<file path="config.mk">
export PLATFORM = sky130hd
export DESIGN_NAME = sync_fifo_flex
export DESIGN_NICKNAME = d
export VERILOG_FILES = /design/src/rtl/fifo_pkg.sv /design/src/rtl/fifo_ram.sv /design/src/rtl/sync_fifo_flex.sv
export SDC_FILE = /design/constraint.sdc
export NUM_CORES = 1
export LEC_CHECK = 0
export ABC_AREA = 1
export CORE_MARGIN = 10
export CORE_UTILIZATION = 57
export DETAILED_ROUTE_END_ITERATION = 8
export DONT_BUFFER_PORTS = 1
export PLACE_DENSITY_LB_ADDON = 0.12
export SYNTH_ARGS = -nofsm -noshare
export SYNTH_HDL_FRONTEND = slang
export SYNTH_SLANG_ARGS = --single-unit
export TNS_END_PERCENT = 30
</file>
<file path="constraint.sdc">
create_clock -name clk -period 1.81 [get_ports clk]
set_input_delay 0.543 -clock clk [delete_from_list [all_inputs] [get_ports clk]]
set_output_delay 0.543 -clock clk [all_outputs]
set_load 0.02 [all_outputs]
</file>
<file path="src/rtl/fifo_pkg.sv">
// fifo_pkg: shared constants and helpers for the sync FIFO family.
// Holds read-mode selectors and a constant clog2 for sizing ports.
package fifo_pkg;

  localparam int FIFO_MODE_STANDARD = 0;
  localparam int FIFO_MODE_FWFT     = 1;

  // Ceiling log2, usable in parameter and port-width expressions.
  function automatic int clog2(input int n);
    int r;
    r = 0;
    for (int v = 1; v < n; v = v * 2) begin
      r = r + 1;
    end
    return r;
  endfunction

endpackage

</file>
<file path="src/rtl/fifo_ram.sv">
// fifo_ram: simple dual-port storage, sync write, async read.
// Ports:
//   clk        - write clock
//   write_en   - write strobe for write_addr
//   write_addr - entry written on the rising edge
//   write_data - data written
//   read_addr  - entry presented on read_data
//   read_data  - combinational view of mem[read_addr]
// Contents are deliberately not reset.
module fifo_ram import fifo_pkg::*; #(
  parameter int DATA_WIDTH = 8,
  parameter int DEPTH      = 8,
  parameter int AW         = 3
) (
  input  logic                  clk,
  input  logic                  write_en,
  input  logic [AW-1:0]         write_addr,
  input  logic [DATA_WIDTH-1:0] write_data,
  input  logic [AW-1:0]         read_addr,
  output logic [DATA_WIDTH-1:0] read_data
);

  logic [DATA_WIDTH-1:0] mem [DEPTH];

  always_ff @(posedge clk) begin
    if (write_en) begin
      mem[write_addr] <= write_data;
    end
  end

  assign read_data = mem[read_addr];

endmodule

</file>
<file path="src/rtl/sync_fifo_flex.sv">
// sync_fifo_flex: single-clock FIFO, any depth >= 2, standard or
// first-word-fall-through read mode, with level flags and error pulses.
// Ports:
//   clk          - clock, all state on the rising edge
//   reset        - asynchronous, active-high clear
//   write_en     - push request, ignored while full
//   write_data   - data pushed
//   read_en      - pop request, ignored while empty
//   read_data    - registered head (standard) or live head (FWFT)
//   full/empty   - count == DEPTH / count == 0
//   almost_full  - count >= ALMOST_FULL_LEVEL
//   almost_empty - count <= ALMOST_EMPTY_LEVEL
//   count        - occupancy 0..DEPTH
//   overflow     - one-cycle pulse after a write attempt while full
//   underflow    - one-cycle pulse after a read attempt while empty
module sync_fifo_flex import fifo_pkg::*; #(
  parameter int DATA_WIDTH         = 8,
  parameter int DEPTH              = 8,
  parameter int FWFT               = FIFO_MODE_STANDARD,
  parameter int ALMOST_FULL_LEVEL  = DEPTH - 1,
  parameter int ALMOST_EMPTY_LEVEL = 1,
  localparam int CW                = clog2(DEPTH) + 1
) (
  input  logic                  clk,
  input  logic                  reset,
  input  logic                  write_en,
  input  logic [DATA_WIDTH-1:0] write_data,
  input  logic                  read_en,
  output logic [DATA_WIDTH-1:0] read_data,
  output logic                  full,
  output logic                  empty,
  output logic                  almost_full,
  output logic                  almost_empty,
  output logic [CW-1:0]         count,
  output logic                  overflow,
  output logic                  underflow
);

  localparam int AW = (CW - 1 < 1) ? 1 : CW - 1;

  localparam logic [CW-1:0] FULL_C = CW'(DEPTH);
  localparam logic [CW-1:0] AF_C   = CW'(ALMOST_FULL_LEVEL);
  localparam logic [CW-1:0] AE_C   = CW'(ALMOST_EMPTY_LEVEL);
  localparam logic [AW-1:0] LAST   = AW'(DEPTH - 1);

  if (DEPTH < 2 ||
      ALMOST_FULL_LEVEL < 1 ||
      ALMOST_FULL_LEVEL > DEPTH ||
      ALMOST_EMPTY_LEVEL < 0 ||
      ALMOST_EMPTY_LEVEL > DEPTH - 1) begin : g_bad_params
    $fatal(1, "sync_fifo_flex: illegal DEPTH or threshold parameters");
  end

  logic [AW-1:0]         wr_ptr;
  logic [AW-1:0]         rd_ptr;
  logic [AW-1:0]         wr_ptr_nxt;
  logic [AW-1:0]         rd_ptr_nxt;
  logic [DATA_WIDTH-1:0] head;
  logic                  wr_ok;
  logic                  rd_ok;

  assign wr_ok = write_en && !full;
  assign rd_ok = read_en && !empty;

  // Explicit wrap so non-power-of-2 depths never index past DEPTH-1.
  assign wr_ptr_nxt = (wr_ptr == LAST) ? '0 : wr_ptr + AW'(1);
  assign rd_ptr_nxt = (rd_ptr == LAST) ? '0 : rd_ptr + AW'(1);

  fifo_ram #(
    .DATA_WIDTH (DATA_WIDTH),
    .DEPTH      (DEPTH),
    .AW         (AW)
  ) u_ram (
    .clk        (clk),
    .write_en   (wr_ok),
    .write_addr (wr_ptr),
    .write_data (write_data),
    .read_addr  (rd_ptr),
    .read_data  (head)
  );

  always_ff @(posedge clk or posedge reset) begin
    if (reset) begin
      wr_ptr    <= '0;
      rd_ptr    <= '0;
      count     <= '0;
      overflow  <= 1'b0;
      underflow <= 1'b0;
    end else begin
      if (wr_ok) begin
        wr_ptr <= wr_ptr_nxt;
      end
      if (rd_ok) begin
        rd_ptr <= rd_ptr_nxt;
      end
      case ({wr_ok, rd_ok})
        2'b10:   count <= count + CW'(1);
        2'b01:   count <= count - CW'(1);
        default: count <= count;
      endcase
      overflow  <= write_en && full;
      underflow <= read_en && empty;
    end
  end

  // Flags are pure decodes of the registered count.
  assign full         = (count == FULL_C);
  assign empty        = (count == '0);
  assign almost_full  = (count >= AF_C);
  assign almost_empty = (count <= AE_C);

  if (FWFT == FIFO_MODE_FWFT) begin : g_fwft
    assign read_data = empty ? '0 : head;
  end else begin : g_std
    logic [DATA_WIDTH-1:0] rd_q;

    always_ff @(posedge clk or posedge reset) begin
      if (reset) begin
        rd_q <= '0;
      end else if (rd_ok) begin
        rd_q <= head;
      end
    end

    assign read_data = rd_q;
  end

endmodule

</file>
### After elaboration in Yosys (flattened, before gate mapping)

Memories as Yosys holds them, arrays and structs flattened. A register that Yosys moved wholly into a read port is not among the register bits.
Cells that the tools add are included.

* register bits after elaboration: 12
* bits in latches: 0
* memory bits (read-only): 0
* output and inout bits: 18
* memory bits (writable): 64
* memories kept: 1
* bits of input ports: 12

Memories
* u_ram.mem: words 8, width 8, rd ports 1, clocked after Yosys merged registers in 1, wr ports 1, line fifo_ram.sv:23 `logic [DATA_WIDTH-1:0] mem [DEPTH];`

* $add $sub $neg: 4
* bitwise logic cells: 0
* div/mod/pow operators: 0
* muxes and demuxes: 5
* shift operators: 0
* eq/ne operators: 5
* $mul: 0
* order comparisons: 2
* reduce and logical (&&, ||, !) cells: 8

Operators by type and width (count)
* 4-bit case mux with 2 select lines: 1
* 3-bit by 1-bit adder with 3-bit output (second input constant): 2
* 3-bit equality test (second input constant): 2
* 3-bit 2-to-1 mux: 2
* 4-bit by 1-bit adder with 4-bit output (second input constant): 1
* 4-bit equality test (second input constant): 1
* 4-bit by 3-bit >= comparator with 1-bit output (second input constant): 1
* 4-bit by 1-bit less-or-equal comparator with 1-bit output (second input constant): 1
* 1-bit logical AND: 4
* 4-bit logical NOT: 1
* 4-bit by 1-bit subtractor with 4-bit output (second input constant): 1
* 2-bit by 1-bit equality test with 1-bit output (second input constant): 1
* 2-bit equality test (second input constant): 1
* 1-bit logical NOT: 2
* 1-bit 2-to-1 mux: 2
* 2-bit nonzero test: 1

### Longest topological paths before layout

Gate-level depths: netlist of the first run.

* depth after elaboration: 5
* gate-level depth with buffers: 13
* mapped depth without buffers: 12

### Hierarchy

Synthesis of the first run repeated with hierarchy kept, for this count alone.

* cells, all modules: 414
* area, all modules: 3882.5 um^2

Modules (own cells, without submodules)
* fifo_ram: instances 1, sequential area each 1921.8 um^2, area an instance 2890.3 um^2, cells each 295
* sync_fifo_flex: instances 1, sequential area each 500.5 um^2, area an instance 992.2 um^2, cells each 119

### Least setup slack after synthesis of the first run

No wires, ideal clock.

* path kind: reg2reg
* start: register count[0]
* end: register count[2]
* stages on the path, launching flop included: 12
* arrival: 2.133 ns
* slack: -0.441 ns
* clock period less this slack: 2.251 ns
* buffers on the path: 1
* path through: dfrtp_1 inv_1 ha_1 inv_2 nor3_4 nor2_4 buf_8 ha_1 a21oi_1 o21ai_0 xor2_1 inv_1

* longest elaborated chain between the ends: 5
* elaborated cells between the ends (all ways): 12
* those cells by class: 2 x add/sub; 3 x eq/ne; 1 x mux; 6 x reduce/logical

RTL lines
* start, declared: line sync_fifo_flex.sv:34 `output logic [CW-1:0] count,`
* start signal, assigned: line sync_fifo_flex.sv:97 `2'b10: count <= count + CW'(1);`
* start signal, assigned: line sync_fifo_flex.sv:98 `2'b01: count <= count - CW'(1);`
* start signal, assigned: line sync_fifo_flex.sv:99 `default: count <= count;`
* 4-bit logical NOT (*): line sync_fifo_flex.sv:108 `assign empty = (count == '0);`
* net empty: line sync_fifo_flex.sv:31 `output logic empty,`
* 1-bit logical NOT (*): line sync_fifo_flex.sv:63 `assign rd_ok = read_en && !empty;`
* 1-bit logical AND (*): line sync_fifo_flex.sv:63
* net rd_ok: line sync_fifo_flex.sv:60 `logic rd_ok;`
* 2-bit by 1-bit equality test with 1-bit output or 2-bit equality test (tied branches): line sync_fifo_flex.sv:96 `case ({wr_ok, rd_ok})`
* 4-bit case mux with 2 select lines or 2-bit nonzero test (tied branches)

The timed path passes the listed nets; every way through them passes the cells marked *.
A chain may end at the register's enable or synchronous reset.

### Worst setup path in the final report of the first run

* start: register count[0]
* end: output port empty

* longest elaborated chain between the ends: 1

RTL lines (line)
* 4-bit logical NOT: sync_fifo_flex.sv:108
* end, declared: sync_fifo_flex.sv:31

No other way between the ends.

==> results.tsv, run 1 <==
metric	value	unit
status	finished with violations	
failed_checks	negative setup slack	
design_area	4290	um^2
clk_pin_slew_worst_paths	0.08	ns
ir_drop	1750	uV
grt_pass1_wl	11800	um
worstMarginPinSlew	0.587	ns
rsz0062_at_grt	yes	
placed_cell_area	4050	um^2
hold_viol	0	
critPathCaptureType	output pin	
synth_top_area_cell	edfxtp_1	
cts_buffer_depth	2	
dr_wl_met3	597	um
top_layer	met4	
slew_headroom	60.8	%
post-route-period-util	105	%
wl_met2	3470	um
rows	29	
clk_latency	0.35	ns
portBuffers	0	
synth_common_cells	111 x nand2_1, 64 x edfxtp_1, 61 x inv_1, 42 x nand3_1, 20 x dfrtp_1	
cp.arrival	1.35	ns
worstPathRequired	1.27	ns
layout-drive-gt1-share	19.1	%
vias	2408	
clkPwrFrac	19.8	%
dieWidth	101	um
drt-pass1-iter-count	5	
ys.flop_type	edfxtp_1	
startpoint_type	register	
numCtsBuffers	9	
switching_share	38.7	%
grtUsageTotal	15.0	%
start_util	59.1	%
core	6390	um^2
fmax	0.527	GHz
die-height	101	um
gp_congestion	0.826	
cts_sinks	84	
grt_max_degree	34	
grt-ovfl-total	0	
fin_skew	0.0126	ns
yosysUniqueCellTypes	27	
min_period	1.90	ns
nFillCells	485	
syn_nets	387	
slew_violations	0	
maxCapViolations	0	
synth.most_common_cell	nand2_1	
htree_levels	3	
ios	30	
syn_to_final_growth	13.8	%
cts_tree	built	
first_iter_violations	196	
post-route-util	67.2	%
routed_wl	7430	um
ys_top_cells_by_area	edfxtp_1 51%, dfrtp_1 13%, nand2_1 11%, inv_1 6.1%, nand3_1 5.6%	
syn_area	3770	um^2
drc	0	
syn_avg_cell_area	10.3	um^2
synth_edf_count	64	
setup_viol	3	
synth_warnings	0	
path_max_fanout	3	
comb_power_share	37.5	%
path_class	reg2out	
syn_inst	367	
dpl_worst_slack	0.0828	ns
wire_per_inst	15.6	um
dpl.hpwl	4920	um
ys_seq_area_share	64.2	%
dieArea	10300	um^2
synthArstFlopShare	23.8	%
grt_pass1_vias	2236	
power.density	1570	nW/um^2
seq_power_share	42.7	%
internal_power	4.13	mW
fin_ws	-0.0868	ns
diodes	0	
leakage	1.93	nW
layout.nets	413	
antenna_found_initial	0	
wl_met1	3280	um
hold_class	in2async	
p_sw	2.60	mW
cts-root-buf	clkbuf_8	
ant_nets	0	
synth_top_area_share	51.0	%
viasPerCell	5.07	
ys_ff_latch	84	
[repair_timing]
action	4_1_cts	5_1_grt
endpoints found under the hold margin	0	0
pin swaps	3	0
cloned	0	0
hold buffers	0	0
buffers inserted	2	0
resized for setup	7	2
endpoints found under the setup margin	4	6
[final cells by class]
type | count | area [um^2] | share of cell area [%]
repair buffers | 27 | 248 | 5.77
flip-flops and latches | 84 | 2420 | 56.5
inverters | 68 | 258 | 6.00
clock inverters | 5 | 58.8 | 1.37
clock buffers | 11 | 141 | 3.29
well taps | 77 | 96.3 | 2.24
multi-input cells | 203 | 1070 | 24.8
[per-layer routing]
layer | vias to the layer above | global-route usage, %
met5 | - | 0
met4 | 0 | 6.65
met3 | 8 | 3.61
met2 | 64 | 22.2
met1 | 1113 | 20.6
li1 | 1223 | -
[cell usage in the layout (no fill, tap or decap), drive strengths merged, types with 2 or more instances in the layout]
cell	netlist	routed
nor3	2	2
dfrtp	20	20
clkbuf	1	11
buf	11	27
nor2	14	14
inv	67	68
xnor2	2	2
o21ai	8	8
clkinvlp	0	2
clkinv	1	2
nand3	51	51
edfxtp	64	64
ha	8	8
nand2	112	112
[power by group through the flow]
| stage | logic, mW | clock network [mW] | registers (mW) |
|---|---|---|---|
| 3_3_place_gp | 2.44 | 0 | 2.90 |
| 4_1_cts | 2.54 | 1.35 | 2.88 |
| 5_1_grt | 2.84 | 1.42 | 2.93 |
| 6_report | 2.52 | 1.33 | 2.87 |
| 2_1_floorplan | 1.73 | 0 | 2.91 |
| 3_5_place_dp | 2.47 | 0 | 2.91 |
[per-stage QoR]
stage | power, mW | TNS (ns) | hold WS (ns) | cells
after global routing | 7.19 | -0.620 | 0.0857 | 475
after global placement | 5.34 | 0 | 0.456 | 457
after CTS | 6.76 | -0.272 | 0.0837 | 475
final | 6.72 | -0.227 | 0.0738 | 475
after floorplan | 4.64 | -0.427 | 0.507 | 367
after detailed placement | 5.38 | 0 | 0.455 | 457
[final timing paths]
path	cells past startpoint	slack, ns	to	start
setup / recovery	5	-0.09	empty	count[0]$_DFFE_PP0P_
hold / removal	1	0.07	read_data[1]$_DFFE_PP0P_	reset
setup reg to reg	11	0.02	count[2]$_DFFE_PP0P_	count[0]$_DFFE_PP0P_
hold reg to reg	1	0.56	wr_ptr[0]$_DFFE_PP0P_	wr_ptr[0]$_DFFE_PP0P_
max in group asynchronous	2	1.31	count[0]$_DFFE_PP0P_	reset
min in group clk	0	0.29	u_ram.mem[6][5]$_DFFE_PP_	write_data[5]
[flip-flops by register name, indices dropped and copies added (netlist names)]
signal,cells
underflow,1
rd_ptr,3
wr_ptr,3
overflow,1
u_ram.mem,64
count,4
read_data,8
[cells by family after synthesis]
kind of cell | count (synthesis) | synth area share (%)
DFF | 84 | 64.2
xor gates and xnor gates | 3 | 0.697
AOI/OAI and AO/OA | 11 | 1.66
and+or+nand+nor | 181 | 22.1
adders and majority gates | 8 | 2.65
buffers and inverters | 80 | 8.63
[critical path, stage by stage (launching register included)]
cell,delay [ns]
dfrtp_2,0.42
inv_2,0.08
ha_4,0.15
inv_2,0.05
nor3_4,0.15
buf_6,0.15
(Power assumes the default switching activity.)
==> inputs of run 2 (changes only) <==
Settings changed: CTS_CLUSTER_DIAMETER set to 150.
==> results of run 2 <==
The final DEF is identical to that of run 1; final timing and power are the same.
